[config.mk]
export PLATFORM = sky130hd
export DESIGN_NAME = mmio_uart_transmitter_flat
export DESIGN_NICKNAME = d
export VERILOG_FILES = /design/src/rtl/mmio_uart_transmitter_if.sv /design/src/rtl/mmio_uart_transmitter.sv /design/src/flat_wrapper.sv
export SDC_FILE = /design/constraint.sdc
export NUM_CORES = 1
export LEC_CHECK = 0
export BUFFER_PORTS_ARGS = -buffer_cell sky130_fd_sc_hd__buf_2
export CORE_UTILIZATION = 61
export CTS_CLUSTER_SIZE = 25
export DETAILED_ROUTE_END_ITERATION = 6
export GPL_TIMING_DRIVEN = 0
export PLACE_DENSITY = 0.8
export SETUP_SLACK_MARGIN = 0.3
export SYNTH_ARGS = -nofsm -noshare
export SYNTH_HDL_FRONTEND = slang
export SYNTH_SLANG_ARGS = --single-unit
[constraint.sdc]
create_clock -name clock -period 7.3 [get_ports clock]
set_clock_uncertainty 0.05 [all_clocks]
set_input_delay 0.73 -clock clock [delete_from_list [all_inputs] [get_ports clock]]
set_output_delay 0.73 -clock clock [all_outputs]
set_load 0.1 [all_outputs]
[src/rtl/mmio_uart_transmitter_if.sv]
// rtl/mmio_uart_transmitter_if.sv - MMIO command/status word pair between CPU and UART transmitter
interface mmio_uart_transmitter_if;
    logic [31:0] txCommand;
    logic [31:0] txStatus;

    modport master (output txCommand, input txStatus);
    modport slave  (input txCommand, output txStatus);
endinterface

[src/rtl/mmio_uart_transmitter.sv]
// rtl/mmio_uart_transmitter.sv - toggle-handshake MMIO UART transmitter with byte FIFO, 8N1 serialiser
// Optional even parity bit compiled in with MMIO_UART_PARITY_EN.
module mmio_uart_transmitter #(
    parameter int CLOCKS_PER_BIT  = 434,
    parameter int FIFO_DEPTH_LOG2 = 3
) (
    input  logic                    clock,
    input  logic                    reset,
    mmio_uart_transmitter_if.slave  bus,
    output logic                    txd
);
    localparam int DEPTH = 1 << FIFO_DEPTH_LOG2;
    localparam int CW    = $clog2(CLOCKS_PER_BIT);
    localparam logic [CW-1:0]              BAUD_LAST  = CW'(CLOCKS_PER_BIT - 1);
    localparam logic [FIFO_DEPTH_LOG2:0]   COUNT_FULL = (FIFO_DEPTH_LOG2 + 1)'(DEPTH);

`ifdef MMIO_UART_PARITY_EN
    typedef enum logic [2:0] {S_IDLE, S_START, S_DATA, S_PARITY, S_STOP} state_t;
`else
    typedef enum logic [1:0] {S_IDLE, S_START, S_DATA, S_STOP} state_t;
`endif

    state_t                     r_state;
    state_t                     w_state_nxt;
    logic [7:0]                 r_mem [DEPTH];
    logic [FIFO_DEPTH_LOG2-1:0] r_wr_ptr;
    logic [FIFO_DEPTH_LOG2-1:0] r_rd_ptr;
    logic [FIFO_DEPTH_LOG2:0]   r_count;
    logic                       r_ack;
    logic [7:0]                 r_shift;
    logic [7:0]                 w_shift_nxt;
    logic [2:0]                 r_bit_idx;
    logic [2:0]                 w_bit_idx_nxt;
    logic [CW-1:0]              r_baud;
    logic [CW-1:0]              w_baud_nxt;
    logic                       r_txd;
    logic                       w_txd_nxt;
    logic                       w_push;
    logic                       w_pop;
    logic                       w_empty;
    logic                       w_full;
    logic                       w_busy;
    logic                       w_baud_done;
    logic                       w_unused_cmd;

    assign w_empty      = (r_count == '0);
    assign w_full       = (r_count == COUNT_FULL);
    assign w_busy       = (r_state != S_IDLE);
    assign w_baud_done  = (r_baud == BAUD_LAST);
    // A full FIFO blocks the push even when a pop frees a slot on the same edge.
    assign w_push       = (bus.txCommand[8] != r_ack) && !w_full;
    assign w_unused_cmd = ^bus.txCommand[31:9];

    assign bus.txStatus = {16'b0, 4'(r_count), w_busy, w_empty, w_full, r_ack, 8'b0};
    assign txd          = r_txd;

`ifdef MMIO_UART_PARITY_EN
    logic r_parity;
    logic w_parity_nxt;
    assign w_parity_nxt = w_pop ? ^r_mem[r_rd_ptr] : r_parity;

    always_ff @(posedge clock or posedge reset) begin
        if (reset) r_parity <= 1'b0;
        else       r_parity <= w_parity_nxt;
    end
`endif

    always_ff @(posedge clock) begin
        if (w_push) r_mem[r_wr_ptr] <= bus.txCommand[7:0];
    end

    always_ff @(posedge clock or posedge reset) begin
        if (reset) begin
            r_wr_ptr <= '0;
            r_rd_ptr <= '0;
            r_count  <= '0;
            r_ack    <= 1'b0;
        end else begin
            if (w_push) begin
                r_wr_ptr <= r_wr_ptr + 1'b1;
                r_ack    <= ~r_ack;
            end
            if (w_pop) r_rd_ptr <= r_rd_ptr + 1'b1;
            case ({w_push, w_pop})
                2'b10:   r_count <= r_count + 1'b1;
                2'b01:   r_count <= r_count - 1'b1;
                default: r_count <= r_count;
            endcase
        end
    end

    always_ff @(posedge clock or posedge reset) begin
        if (reset) begin
            r_state   <= S_IDLE;
            r_shift   <= '0;
            r_bit_idx <= '0;
            r_baud    <= '0;
            r_txd     <= 1'b1;
        end else begin
            r_state   <= w_state_nxt;
            r_shift   <= w_shift_nxt;
            r_bit_idx <= w_bit_idx_nxt;
            r_baud    <= w_baud_nxt;
            r_txd     <= w_txd_nxt;
        end
    end

    always_comb begin
        w_state_nxt   = r_state;
        w_shift_nxt   = r_shift;
        w_bit_idx_nxt = r_bit_idx;
        w_baud_nxt    = w_baud_done ? '0 : r_baud + 1'b1;
        w_pop         = 1'b0;
        case (r_state)
            S_IDLE: begin
                w_baud_nxt = '0;
                if (!w_empty) begin
                    w_pop       = 1'b1;
                    w_shift_nxt = r_mem[r_rd_ptr];
                    w_state_nxt = S_START;
                end
            end
            S_START: begin
                if (w_baud_done) begin
                    w_state_nxt   = S_DATA;
                    w_bit_idx_nxt = '0;
                end
            end
            S_DATA: begin
                if (w_baud_done) begin
                    w_shift_nxt   = {1'b0, r_shift[7:1]};
                    w_bit_idx_nxt = r_bit_idx + 3'd1;
                    if (r_bit_idx == 3'd7) begin
`ifdef MMIO_UART_PARITY_EN
                        w_state_nxt = S_PARITY;
`else
                        w_state_nxt = S_STOP;
`endif
                    end
                end
            end
`ifdef MMIO_UART_PARITY_EN
            S_PARITY: begin
                if (w_baud_done) w_state_nxt = S_STOP;
            end
`endif
            S_STOP: begin
                // Chain straight into the next start bit when more bytes are queued.
                if (w_baud_done) begin
                    if (!w_empty) begin
                        w_pop       = 1'b1;
                        w_shift_nxt = r_mem[r_rd_ptr];
                        w_state_nxt = S_START;
                    end else begin
                        w_state_nxt = S_IDLE;
                    end
                end
            end
            default: w_state_nxt = S_IDLE;
        endcase
    end

    always_comb begin
        w_txd_nxt = 1'b1;
        case (w_state_nxt)
            S_START:  w_txd_nxt = 1'b0;
            S_DATA:   w_txd_nxt = w_shift_nxt[0];
`ifdef MMIO_UART_PARITY_EN
            S_PARITY: w_txd_nxt = w_parity_nxt;
`endif
            default:  w_txd_nxt = 1'b1;
        endcase
    end
endmodule
[src/flat_wrapper.sv]
// flat-port wrapper written by rule: the top's interface ports become plain ports
module mmio_uart_transmitter_flat 
#(
    parameter int CLOCKS_PER_BIT  = 434,
    parameter int FIFO_DEPTH_LOG2 = 3
)
  (clock, reset, txd, bus_txCommand, bus_txStatus);
  mmio_uart_transmitter_if bus_i ();
  input  logic clock;
  input  logic reset;
  output logic txd;
  input wire logic [$bits(bus_i.txCommand)-1:0] bus_txCommand;
  output wire logic [$bits(bus_i.txStatus)-1:0] bus_txStatus;
  assign bus_i.txCommand = bus_txCommand;
  assign bus_txStatus = bus_i.txStatus;
  mmio_uart_transmitter #(.CLOCKS_PER_BIT(CLOCKS_PER_BIT), .FIFO_DEPTH_LOG2(FIFO_DEPTH_LOG2)) u_core (.clock(clock), .reset(reset), .bus(bus_i), .txd(txd));
endmodule
## After elaboration in Yosys (flattened, before gate mapping)

Memories as Yosys holds them, arrays and structs flattened.
Cells that the tools add are included.

| word-level totals | value |
|---|---|
| word-level logic and storage cells | 65 |
| bits in writable memories | 64 |
| memories kept | 1 |
| bits of input ports | 34 |
| bits in registers | 34 |
| output and inout bits | 33 |

Memory list:

| name | words | width | read ports | clocked after Yosys merged registers in | write ports | RTL line | RTL |
|---|---|---|---|---|---|---|---|
| u_core.r_mem | 8 | 8 | 1 | 0 | 1 | mmio_uart_transmitter.sv:25 | `logic [7:0] r_mem [DEPTH];` |

| cells by class | value |
|---|---|
| reductions and logical operators | 10 |
| add/subtract/negate cells | 6 |
| bitwise logic cells | 1 |
| equality and inequality tests | 14 |
| mux-type cells | 23 |

Operators by type and width:

| cell | count |
|---|---|
| $mux W8 | 3 |
| $pmux W8 S3 | 1 |
| $mux W9 | 2 |
| $mux W2 | 5 |
| $add A3 B1 Y3 const B | 3 |
| $add A9 B1 Y9 const B | 1 |
| $eq A9 B9 Y1 const B | 1 |
| $eq A2 B2 Y1 const B | 4 |
| $pmux W2 S4 | 1 |
| $pmux W4 S2 | 1 |
| $eq A2 B1 Y1 const B | 3 |
| $mux W3 | 2 |
| $ne A2 B1 Y1 const B | 3 |
| $pmux W3 S2 | 1 |
| $reduce_and A3 Y1 | 2 |
| $reduce_bool A2 Y1 | 3 |
| $mux W1 | 5 |
| $add A4 B1 Y4 const B | 1 |
| $eq A4 B4 Y1 const B | 1 |
| $logic_not A4 Y1 | 1 |
| $pmux W1 S2 | 2 |
| $sub A4 B1 Y4 const B | 1 |
| $eq A3 B3 Y1 const B | 1 |
| $reduce_bool A3 Y1 | 1 |
| 5 further kinds | 5 |

## Logic depth before layout (Yosys ltp)

| depth | value |
|---|---|
| depth after elaboration | 6 |
| gate-level depth with buffers | 14 |
| depth with buffers taken out | 13 |

## Worst setup path after synthesis

OpenSTA, ideal clock, no wires.

| path | value |
|---|---|
| path kind | register to register |
| from | register u_core.r_count[1] |
| to | register u_core.r_count[2] |
| setup slack | 4.283 ns |
| path buffers | 2 |
| data required time | 7.081 ns |
| clock period less this slack | 3.017 ns |
| arrival time | 2.798 ns |
| stages on the path, launching flop included | 13 |
| cells stage by stage | dfrtp_1 -> buf_2 -> nor4_4 -> nand2b_1 -> buf_4 -> nor2_4 -> ha_1 -> xor2_1 -> ha_1 -> a21oi_1 -> xor2_1 -> nor2_1 -> xor2_1 |

| on the way | value |
|---|---|
| longest elaborated chain between the ends | 6 |
| elaborated cells between the ends (all ways) | 13 |

Ends and longest elaborated chain:

| element | RTL line | RTL |
|---|---|---|
| from (decl) | mmio_uart_transmitter.sv:28 | `logic [FIFO_DEPTH_LOG2:0] r_count;` |
| from (signal assigned) | mmio_uart_transmitter.sv:85 | `2'b10: r_count <= r_count + 1'b1;` |
| from (signal assigned) | mmio_uart_transmitter.sv:86 | `2'b01: r_count <= r_count - 1'b1;` |
| from (signal assigned) | mmio_uart_transmitter.sv:87 | `default: r_count <= r_count;` |
| $logic_not A4 Y1 * | mmio_uart_transmitter.sv:46 | `assign w_empty = (r_count == '0);` |
| via u_core.w_empty | mmio_uart_transmitter.sv:40 | `logic w_empty;` |
| $mux W1 * | mmio_uart_transmitter.sv:117, mmio_uart_transmitter.sv:150 |  |
| $mux W1 | mmio_uart_transmitter.sv:149 | `if (w_baud_done) begin` |
| $pmux W1 S2 * | mmio_uart_transmitter.sv:114 | `case (r_state)` |
| via u_core.w_pop | mmio_uart_transmitter.sv:39 | `logic w_pop;` |
| $eq A2 B1 Y1 or $eq A2 B2 Y1 (tied branches) | mmio_uart_transmitter.sv:84 | `case ({w_push, w_pop})` |
| $pmux W4 S2 or $reduce_bool A2 Y1 (tied branches) | - |  |

Mark *: on every way through the listed nets, which the timed path passes. The rest lies on a longest branch.
A chain may end at the register's enable or synchronous reset.

## Worst setup path in the final report

| path | value |
|---|---|
| from | register u_core.r_count[1] |
| to | output port bus_txStatus[9] |

| on the way | value |
|---|---|
| longest elaborated chain between the ends | 1 |

Ends and longest elaborated chain:

| element | RTL line | RTL |
|---|---|---|
| $eq A4 B4 Y1 | mmio_uart_transmitter.sv:47 | `assign w_full = (r_count == COUNT_FULL);` |
| to (decl) | flat_wrapper.sv:13 | `output wire logic [$bits(bus_i.txStatus)-1:0] bus_txStatus;` |

No other way between the ends.

==> flow_summary.yaml <==
routing:
  drtIter0Drc: 107
  met1_length_mm: 3.59
  final_antenna_net_count: 0
  wl_per_cell_microns: 16.6
  wl_met2_mm: 4.02
  avgViaCountPerCell: 5.33
  top_layer: "met4"
  vias: 2538
  routed_wl_mm: 7.91
  dr_wl_met3_microns: 188
  firstDrtPassIters: 4
  drc: 0
finish:
  layout.nets: 421
  area_delta_synth_final_pct: 10.8
  drive_gt1_share_pct: 27.6
  nFillCells: 537
  fin_cells: 476
  num_antenna_cells: 0
cts:
  cts_max_level: 3
  ctsResizeCount: 0
  cts.sinks: 98
  root_buffer: "clkbuf_8"
  clock_path_buffers: 2
  post_cts_buffers: 0
  cts_tree: "done"
  path_clk_slew_ps: 100
  cts_inserted_buffers: 9
  ctsHoldBuffers: 0
  clock_latency_ps: 360
placement:
  gp_congestion: 0.740
  port_buffers: 19
  placed_cells: 460
  place_hpwl_mm: 5.38
worst_setup_path:
  cp_slowest_cell: "nor4b_2"
  max_stage_delay_ps: 450
  path_max_fanout: 9
  cp_common_cell: "buf_2"
  criticalPathCategory: "reg -> out"
  cp_cell_sequence: "buf_2, nor4b_2, buf_4, buf_2"
  endpoint_kind: "output port"
  crit_required_ps: 6520
  arrival_ps: 1990
  startpoint_type: "register"
synthesis:
  synthFlopType: "edfxtp_1"
  ys_seq_elements: 98
  async_flop_share_pct: 34.7
  yosysWarningCount: 0
  ys_top_cells_by_area: "edfxtp_1 (42%), dfrtp_1 (18%), mux4_2 (7.3%), buf_4 (5.0%), ha_1 (4.1%)"
  synth_top_area_share_pct: 41.6
  synth_cells: 319
  ys_types: 50
  synth_top_cell_by_area: "edfxtp_1"
  yosysSeqAreaShare_pct: 60.0
  syn_area_per_cell_sq_um: 14.5
  netlist_area_sq_um: 4620
  synth-edff-count: 64
power:
  power_density_nw_per_um2: 387
  ir_drop_v: 0.000193
  leakagePower_nw: 2.07
sta:
  setup_viol: 0
  drv_slew: 0
  min_period_ps: 2770
  fin_tns_setup_ps: 0
  finalHoldViolCount: 0
  post-route-period-util_pct: 37.9
  hold_slack_ps: 412
  slew-limit-headroom_pct: 36.2
  worstMarginPinSlew_ps: 954
  max_clock_freq_mhz: 361
  rsz0062_at_grt: "no"
global_route:
  gr-total-overflow: 0
  antenna_found_initial: 0
  globalRouteTotalUtil_pct: 22.3
  grt_pass1_vias: 2433
  grt_max_degree: 35
  grt_pass1_wl_mm: 12.4
floorplanning:
  design.core.area_sq_um: 7290
  die_y_microns: 89.0
  die_area_sq_um: 7920
  ios: 67
  rows: 31
  die_w_microns: 89.0
  initial_core_util_pct: 63.3
min_path:
  hold_class: "in -> async"
flow_run:
  cap_violations: 0
outcome:
  outcome: "finished, final reports clean"
-- kinds of logic (layout without fill, tap and decap cells) --
| logic type | Yosys count | in the layout | synth area share, % |
|---|---|---|---|
| XOR/XNOR | 15 | 15 | 2.84 |
| other | 1 | 24 | 0.0812 |
| multiplexers | 29 | 29 | 10.5 |
| flip-flops | 98 | 98 | 60.0 |
| buffers and inverters | 46 | 81 | 6.61 |
| AO/OA/AOI/OAI | 40 | 40 | 7.02 |
| AND/OR/NAND/NOR | 75 | 75 | 8.86 |
| adder cells (fa/ha/maj) | 15 | 15 | 4.06 |
-- layout by cell type (no fill, tap or decap), types with 7 or more instances in the layout --
cell and n:
o21ai_0 10, xnor2_1 7, nand3_1 9, nor2_1 25
buf_4 31, clkbuf_8 9, edfxtp_1 64, dfrtp_1 33
nand2_1 17, inv_1 8, mux2i_1 9, xor2_1 8
buf_2 20, conb_1 24, mux4_2 15, ha_1 15
a22o_1 11
-- area by class of cell --
| class | instances | area (sq um) | share of cell area, % |
|---|---|---|---|
| clock inverter | 7 | 60.1 | 1.17 |
| timing repair buffer | 19 | 95.1 | 1.86 |
| tap | 99 | 124 | 2.42 |
| buffer | 37 | 272 | 5.30 |
| clock buffer | 9 | 124 | 2.42 |
| sequential | 98 | 2770 | 54.2 |
| inverter | 9 | 33.8 | 0.660 |
| multi-input combinational | 198 | 1640 | 32.0 |
-- report_power, final --
group	internal, W	leakage, nW	switching, W
combinational	0.000304	0.954	0.000547
clock	0.000131	0.0917	0.000204
sequential	0.000717	1.02	0.0000791
-- flip-flops by register name, indices dropped and copies added (netlist names), 2 cells and up --
signal and cells:
u_core.r_shift 8, u_core.r_mem 64, u_core.r_baud 9, u_core.r_state 2, u_core.r_rd_ptr 3, u_core.r_bit_idx 3, u_core.r_count 4, u_core.r_wr_ptr 3
-- worst paths after layout --
check	start	endpoint	slack, ps	cells past startpoint
worst max-delay path	u_core.r_count[1]$_DFFE_PP0P_	bus_txStatus[9]	4530	4
min in group clock	u_core.r_shift[7]$_DFFE_PP0P_	u_core.r_shift[7]$_DFFE_PP0P_	450	2
max in group asynchronous	reset	u_core.r_baud[0]$_DFF_PP0_	6310	2
worst min-delay path	reset	u_core.r_wr_ptr[2]$_DFFE_PP0P_	410	2
worst max register to register	u_core.r_baud[1]$_DFF_PP0_	u_core.r_count[2]$_DFFE_PP0P_	4560	14
worst min register to register	u_core.r_shift[7]$_DFFE_PP0P_	u_core.r_shift[7]$_DFFE_PP0P_	450	2
-- synth_stat cells (2+ instances only) --
master / number
edfxtp_1: 64
dfrtp_1: 33
buf_4: 31
nor2_1: 25
nand2_1: 17
ha_1: 15
mux4_2: 15
a22o_1: 11
o21ai_0: 10
inv_1: 9
mux2i_1: 9
nand3_1: 9
xor2_1: 8
xnor2_1: 7
a21oi_1: 5
nand2b_1: 5
and2_1: 3
clkbuf_1: 3
mux2_2: 3
buf_6: 2
mux2_1: 2
nand3b_1: 2
nor3_1: 2
o211a_1: 2
or3_1: 2
-- critical path, delay by kind of cell, from the launching register on --
family | cells | cell delay [ps]
simple gates | 1 | 450
flops | 1 | 400
buf+inv | 3 | 780
-- metrics by stage --
stage | setup WS [ps] | power [W] | utilization, % | area (sq um)
CTS | 4530 | 0.00199 | 70.1 | 5110
finish | 4530 | 0.00198 | 70.2 | 5120
floorplan | 4280 | 0.00150 | - | 4710
detailed placement | 4310 | 0.00166 | 67.5 | 4920
global placement | 4390 | 0.00164 | 67.5 | 4920
global route | 4360 | 0.00209 | 70.2 | 5120
-- metal layers --
layer	track usage, %	vias up
met2	37.1	41
met1	29.6	1249
met4	8.23	0
li1	-	1237
met5	0	-
met3	4.71	11
No activity file was read; power rests on OpenSTA's default activity.
